$ cat config.mk
export PLATFORM = sky130hd
export DESIGN_NAME = memory_stage
export DESIGN_NICKNAME = d
export VERILOG_FILES = /design/src/rtl/memory_stage_pkg.sv /design/src/rtl/memory_stage_lsu_align.sv /design/src/rtl/memory_stage.sv
export SDC_FILE = /design/constraint.sdc
export NUM_CORES = 1
export LEC_CHECK = 0
export ABC_AREA = 1
export CAP_MARGIN = 0
export CORE_AREA = 2 2 125 127
export CTS_CLUSTER_DIAMETER = 30
export CTS_CLUSTER_SIZE = 40
export DETAILED_ROUTE_END_ITERATION = 16
export DIE_AREA = 0 0 127 129
export DONT_BUFFER_PORTS = 1
export RECOVER_POWER = 25
export SLEW_MARGIN = 20
export SYNTH_ARGS = -nofsm -noshare
export SYNTH_HDL_FRONTEND = slang
export SYNTH_SLANG_ARGS = --single-unit
$ cat constraint.sdc
create_clock -name clk -period 1.8 [get_ports clk]
set_input_delay 0.27 -clock clk [delete_from_list [all_inputs] [get_ports clk]]
set_output_delay 0.27 -clock clk [all_outputs]
set_load 0.01 [all_outputs]
$ cat src/rtl/memory_stage_pkg.sv
// Shared types for the MEM stage: pipeline register layouts, funct3 codes
// and the FSM state encoding.
package memory_stage_pkg;

    localparam int DATA_WIDTH = 32;

    // funct3 encodings; loads and stores share the width field in bits [1:0]
    localparam logic [2:0] F3_LB  = 3'b000;
    localparam logic [2:0] F3_LH  = 3'b001;
    localparam logic [2:0] F3_LW  = 3'b010;
    localparam logic [2:0] F3_LBU = 3'b100;
    localparam logic [2:0] F3_LHU = 3'b101;

    typedef struct packed {
        logic [DATA_WIDTH-1:0] alu_result;
        logic [DATA_WIDTH-1:0] write_data;
        logic [4:0]            rd_addr;
        logic                  reg_write;
        logic [1:0]            result_src;
        logic                  mem_read;
        logic                  mem_write;
        logic [2:0]            funct3;
        logic [DATA_WIDTH-1:0] pc_plus_4;
    } ex_mem_data_t;

    typedef struct packed {
        logic [DATA_WIDTH-1:0] alu_result;
        logic [DATA_WIDTH-1:0] read_data_mem;
        logic [4:0]            rd_addr;
        logic                  reg_write;
        logic [1:0]            result_src;
        logic [DATA_WIDTH-1:0] pc_plus_4;
    } mem_wb_data_t;

    typedef enum logic {
        MEM_IDLE,
        MEM_WAIT
    } mem_state_e;

    // Byte lanes touched by an access of the given width at the given offset
    function automatic logic [3:0] laneMask(input logic [2:0] funct3, input logic [1:0] addrLo);
        logic [3:0] mask;
        case (funct3[1:0])
            2'b00:   mask = 4'b0001 << addrLo;
            2'b01:   mask = 4'b0011 << addrLo;
            default: mask = 4'b1111;
        endcase
        return mask;
    endfunction

endpackage

$ cat src/rtl/memory_stage_lsu_align.sv
// Combinational store lane steering, load extraction and alignment check.
module lsu_align
    import memory_stage_pkg::*;
(
    input  logic [2:0]            funct3_i,
    input  logic [1:0]            addr_lo_i,
    input  logic [DATA_WIDTH-1:0] store_data_i,
    input  logic [DATA_WIDTH-1:0] rdata_i,
    output logic [3:0]            be_o,
    output logic [DATA_WIDTH-1:0] wdata_o,
    output logic [DATA_WIDTH-1:0] load_data_o,
    output logic                  misaligned_o
);

    logic [7:0]  byteVal;
    logic [15:0] halfVal;

    // Replicate store data across lanes and flag accesses that straddle their natural boundary
    always_comb begin
        be_o         = laneMask(funct3_i, addr_lo_i);
        wdata_o      = store_data_i;
        misaligned_o = 1'b0;
        case (funct3_i[1:0])
            2'b00: begin
                wdata_o = {4{store_data_i[7:0]}};
            end
            2'b01: begin
                wdata_o      = {2{store_data_i[15:0]}};
                misaligned_o = addr_lo_i[0];
            end
            default: begin
                misaligned_o = |addr_lo_i;
            end
        endcase
    end

    // Pick the addressed byte/halfword out of the raw word and extend it
    always_comb begin
        case (addr_lo_i)
            2'b00:   byteVal = rdata_i[7:0];
            2'b01:   byteVal = rdata_i[15:8];
            2'b10:   byteVal = rdata_i[23:16];
            default: byteVal = rdata_i[31:24];
        endcase
        halfVal = addr_lo_i[1] ? rdata_i[31:16] : rdata_i[15:0];
        case (funct3_i)
            F3_LB:   load_data_o = {{24{byteVal[7]}}, byteVal};
            F3_LH:   load_data_o = {{16{halfVal[15]}}, halfVal};
            F3_LBU:  load_data_o = {24'b0, byteVal};
            F3_LHU:  load_data_o = {16'b0, halfVal};
            F3_LW:   load_data_o = rdata_i;
            default: load_data_o = rdata_i;
        endcase
    end

endmodule

$ cat src/rtl/memory_stage.sv
// MEM stage: drives the data bus with a ready handshake, stalls the pipeline
// while an access is outstanding, aborts on timeout, and owns MEM/WB.
module memory_stage
    import memory_stage_pkg::*;
#(
    parameter int TIMEOUT_CYCLES = 255
) (
    input  logic                  clk,
    input  logic                  rst_n,
    input  ex_mem_data_t          ex_mem_data_i,
    output logic                  dmem_req_o,
    output logic                  dmem_we_o,
    output logic [DATA_WIDTH-1:0] dmem_addr_o,
    output logic [3:0]            dmem_be_o,
    output logic [DATA_WIDTH-1:0] dmem_wdata_o,
    input  logic                  dmem_ready_i,
    input  logic [DATA_WIDTH-1:0] dmem_rdata_i,
    output logic                  stall_o,
    output logic                  misaligned_o,
    output logic                  bus_error_o,
    output mem_wb_data_t          mem_wb_data_o
);

    // At least one bit even for a zero timeout
    localparam int CW = $clog2(TIMEOUT_CYCLES + 2);

    mem_state_e   state_q, state_d;
    logic [CW-1:0] waitCnt_q, waitCnt_d;
    mem_wb_data_t memWb_q, memWb_d;

    logic                  memOp;
    logic                  isLoad;
    logic                  complete;
    logic [3:0]            alignBe;
    logic [DATA_WIDTH-1:0] alignWdata;
    logic [DATA_WIDTH-1:0] loadData;
    logic                  alignMis;

    assign memOp  = ex_mem_data_i.mem_read | ex_mem_data_i.mem_write;
    assign isLoad = ex_mem_data_i.mem_read & ~ex_mem_data_i.mem_write;

    lsu_align u_lsu_align (
        .funct3_i     (ex_mem_data_i.funct3),
        .addr_lo_i    (ex_mem_data_i.alu_result[1:0]),
        .store_data_i (ex_mem_data_i.write_data),
        .rdata_i      (dmem_rdata_i),
        .be_o         (alignBe),
        .wdata_o      (alignWdata),
        .load_data_o  (loadData),
        .misaligned_o (alignMis)
    );

    // Handshake FSM: issue in IDLE, hold in WAIT until ready or timeout; reset silences the bus at once
    always_comb begin
        state_d      = state_q;
        waitCnt_d    = waitCnt_q;
        dmem_req_o   = 1'b0;
        stall_o      = 1'b0;
        misaligned_o = 1'b0;
        bus_error_o  = 1'b0;
        complete     = 1'b0;
        if (rst_n) begin
            case (state_q)
                MEM_IDLE: begin
                    if (memOp) begin
                        if (alignMis) begin
                            misaligned_o = 1'b1;
                        end else begin
                            dmem_req_o = 1'b1;
                            if (dmem_ready_i) begin
                                complete = 1'b1;
                            end else begin
                                stall_o   = 1'b1;
                                state_d   = MEM_WAIT;
                                waitCnt_d = CW'(1);
                            end
                        end
                    end
                end
                MEM_WAIT: begin
                    dmem_req_o = 1'b1;
                    if (dmem_ready_i) begin
                        complete  = 1'b1;
                        state_d   = MEM_IDLE;
                        waitCnt_d = '0;
                    end else if (waitCnt_q >= CW'(TIMEOUT_CYCLES)) begin
                        dmem_req_o  = 1'b0;
                        bus_error_o = 1'b1;
                        state_d     = MEM_IDLE;
                        waitCnt_d   = '0;
                    end else begin
                        stall_o   = 1'b1;
                        waitCnt_d = waitCnt_q + CW'(1);
                    end
                end
                default: begin
                    state_d   = MEM_IDLE;
                    waitCnt_d = '0;
                end
            endcase
        end
    end

    // Bus fields are only meaningful while a request is up; keep them quiet otherwise
    always_comb begin
        dmem_we_o    = 1'b0;
        dmem_addr_o  = '0;
        dmem_be_o    = '0;
        dmem_wdata_o = '0;
        if (dmem_req_o) begin
            dmem_we_o    = ex_mem_data_i.mem_write;
            dmem_addr_o  = {ex_mem_data_i.alu_result[DATA_WIDTH-1:2], 2'b00};
            dmem_be_o    = alignBe;
            dmem_wdata_o = alignWdata;
        end
    end

    // Next MEM/WB contents: bubble while stalled or aborted, otherwise the instruction with its load result
    always_comb begin
        memWb_d = '0;
        if (!(stall_o || bus_error_o)) begin
            memWb_d.alu_result    = ex_mem_data_i.alu_result;
            memWb_d.rd_addr       = ex_mem_data_i.rd_addr;
            memWb_d.reg_write     = ex_mem_data_i.reg_write & ~misaligned_o;
            memWb_d.result_src    = ex_mem_data_i.result_src;
            memWb_d.pc_plus_4     = ex_mem_data_i.pc_plus_4;
            memWb_d.read_data_mem = (complete && isLoad) ? loadData : '0;
        end
    end

    // State, wait counter and MEM/WB register
    always_ff @(posedge clk or negedge rst_n) begin
        if (!rst_n) begin
            state_q   <= MEM_IDLE;
            waitCnt_q <= '0;
            memWb_q   <= '0;
        end else begin
            state_q   <= state_d;
            waitCnt_q <= waitCnt_d;
            memWb_q   <= memWb_d;
        end
    end

    assign mem_wb_data_o = memWb_q;

endmodule

==> results by group <==
Run status
  – Status: complete, but fails checks
  – Failing checks: hold timing, setup timing

Placed design
  – Placed cells: 887
  – Routability cong.: 0.865
  – I/O Buffers: 0
  – Hpwl dp: 12800 um

Final layout
  – Most frequent cells in the layout: inv_1 (134), nand2_1 (128), dfrtp_1 (114)
  – Commonest non-fill, non-tap cell in the layout: inv_1
  – Share of cells above drive strength 1: 0.245
  – Fillers: 1323
  – ANT cells: 0
  – # nets final: 959
  – Non-Filler Instances: 1014
  – Synth-to-Final Area Change: 48.5%

Critical path
  – FF-to-FF Start: waitCnt_q[5]
  – Worst reg2reg path depth: 13
  – Crit Path Class: flip-flop to output port
  – CP Capture Type: output port
  – Critical R2R Capture: waitCnt_q[3]
  – Worst Path Arrival: 2.12 ns
  – CP cell instances: ha_4, nand3_2, nor2_2, ha_2, nor2_4, nand2_2, nand2_4, nand2_8, clkbuf_16, buf_6, nor2_4
  – CP max FO: 6
  – Crit path largest cell delay: 0.41 ns
  – CP most frequent cell: nor2_4
  – R2R Setup Slk: -0.04 ns
  – Worst Setup SP: waitCnt_q[1]
  – CP required: 1.53 ns
  – Critical path capture point: dmem_addr_o[6]
  – Worst path slowest cell: dfrtp_1
  – Startpoint Class: flip-flop

STA
  – Hold Violations, Final: around 110
  – Clock Skew: 0.00985 ns
  – Final setup viols: between 70 and 80
  – Final WS setup: -0.593 ns
  – Worst Max-Slew Pin Slew: 0.519 ns
  – Min Tclk post-route: around 2.4 ns
  – Fin Hold WS: -0.437 ns
  – RSZ-0062 raised after global routing: yes
  – Max-slew headroom: 0.653
  – Slew Limit Fails: 0
  – Final period util: 1.33
  – Upper clock frequency limit: 0.418 GHz

Clock tree
  – Sink Count: 114
  – Worst-Skew Late Latency: 0.40 ns
  – Clock-pin slew on the worst setup and hold paths: 0.06 ns
  – H-tree levels: 4
  – Hold buffer count at CTS: 70
  – Longest Clk Path Bufs: 2
  – Cts bufs inserted: 17
  – Clk Tree Root Cell: clkbuf_16
  – CTS tree: yes

Floorplanning
  – DIE AREA: 16400 sq um
  – Die height: 129 um
  – Core Rows: 45
  – Die W: 127 um
  – Area of the core: roughly 15000 sq um
  – # IOs: roughly 320
  – Starting Density: 0.361

Logic synthesis
  – Yosys warning total: 0
  – Post-synthesis cell type count: 27
  – Post-synth ARST share: 1.00
  – Flops & latches, synth: 114
  – Ys flop type: dfrtp_1
  – Seq/Total Area, Yosys: 0.528
  – EDFF count, synth: 0
  – Post-Syn Area: around 5400 sq um
  – Synth Instances: 695
  – Syn Area/Cell: 7.77 sq um

Drt
  – WL/cell: 19.0 um
  – Post-route ant nets: 0
  – Via count: 5045
  – Routed WL: 19300 um
  – Residual DRC: 0
  – TritonRoute pass-1 iters: 4
  – Initial drt markers: 260
  – Vias per cell: ~5

Global routing
  – First-pass GRT wire length: 27600 um
  – Initial antenna violation count: 0
  – Vias in the first global route: 5147
  – Total gr overflow: 0
  – Largest net degree at the start of global routing: 120
  – Global Route Usage Sum: 0.223

Pwr
  – Pwr Density: 948 nW/um^2
  – Max VDD drop: 585 uV
  – Total Power: 7.60 mW
  – Leak Pwr: 4.20 nW

Job
  – Max-capacitance violation count: 0

Worst hold path
  – HP Class: input port to async pin
-- metrics by stage --
step / TNS (ns) / utilization / setup slack, ns / instance area [sq um]
floorplan: -1.81 / - / -0.0765 / 5710
CTS: -38.33 / 0.516 / -0.600 / 7720
finish: -36.11 / 0.536 / -0.593 / 8020
global placement: -8.64 / 0.402 / -0.255 / 6020
detailed placement: -11.53 / 0.402 / -0.304 / 6020
global route: -43.36 / 0.536 / -0.673 / 8020
-- what timing repair did --
| item | CTS | global route |
|---|---|---|
| hold endpoints to repair | 185 | 114 |
| pin swaps | 3 | 7 |
| gates resized for setup | 56 | 42 |
| buffers inserted | 10 | 10 |
| gates cloned | 3 | 5 |
| setup endpoints to repair | 71 | 75 |
-- kinds of logic (layout without fill, tap and decap cells) --
group / count (synthesis) / in the layout / synth area share
simple gates: 333 / 334 / 0.260
buf+inv: 175 / 304 / 0.136
flops: 114 / 114 / 0.528
compound gates: 69 / 69 / 0.0683
fa+ha+maj: 2 / 2 / 0.00463
other cells: 1 / 2 / 0.000694
xor+xnor: 1 / 1 / 0.00162
-- sequential cells by signal (all words and copies together) (netlist names) --
| signal | flops |
|---|---|
| mem_wb_data_o | 104 |
| waitCnt_q | 9 |
| state_q | 1 |
-- cells in the mapped netlist (2+ instances only) --
| library cell | n | share of area |
|---|---|---|
| or2_2 | 7 | 0.0081 |
| clkbuf_1 | 6 | 0.0042 |
| inv_1 | 137 | 0.095 |
| a21oi_1 | 17 | 0.016 |
| o21ai_0 | 40 | 0.037 |
| ha_1 | 2 | 0.0046 |
| nor3_1 | 23 | 0.021 |
| nor2_2 | 3 | 0.0035 |
| buf_2 | 13 | 0.012 |
| nand2_2 | 8 | 0.0093 |
| buf_6 | 3 | 0.0063 |
| nand4_1 | 6 | 0.0070 |
| nand2_1 | 133 | 0.092 |
| dfrtp_1 | 114 | 0.53 |
| nand3_1 | 29 | 0.027 |
| nand2_4 | 2 | 0.0042 |
| nor2_1 | 120 | 0.083 |
| inv_2 | 3 | 0.0021 |
| clkinv_1 | 2 | 0.0014 |
| o22ai_1 | 10 | 0.012 |
| buf_4 | 11 | 0.015 |
-- layer usage --
layer | up-vias | GRT usage | share of wire
met5 | - | 0 | 0
met4 | 0 | 0.0892 | 0.026
met3 | 36 | 0.0570 | 0.074
met2 | 255 | 0.407 | 0.52
met1 | 2430 | 0.250 | 0.37
li1 | 2324 | - | -
-- final cells by class --
class,instances,area (sq um),area share
sequential,114,2850,0.356
timing repair buffer,130,1360,0.170
multi-input combinational,408,2400,0.300
inverter,142,533,0.0665
clock inverter,15,208,0.0259
tap,188,235,0.0293
clock buffer,17,425,0.0530
-- how the worst min path moves through the flow --
stage / endpoint / startpoint / slack [ns]
6_report: mem_wb_data_o[75] / rst_n / -0.44
3_3_place_gp: mem_wb_data_o[42] / rst_n / -0.02
5_1_grt: mem_wb_data_o[82] / rst_n / -0.46
4_1_cts: mem_wb_data_o[84] / rst_n / -0.46
3_5_place_dp: mem_wb_data_o[83] / rst_n / -0.02
2_1_floorplan: mem_wb_data_o[0] / rst_n / -0.03
-- critical path, delay by kind of cell, from the launching register on --
kind | cells | cell delay (ns)
AND/OR/NAND/NOR | 7 | 0.60
adder cells (fa/ha/maj) | 2 | 0.34
flip-flops | 1 | 0.41
buffers and inverters | 2 | 0.34
-- power breakdown --
group / switching, mW / internal [mW]
combinational: 0.678 / 0.498
clock: 1.24 / 2.33
sequential: 0.143 / 2.71
total: 2.06 / 5.54
(Power assumes the default switching activity.)
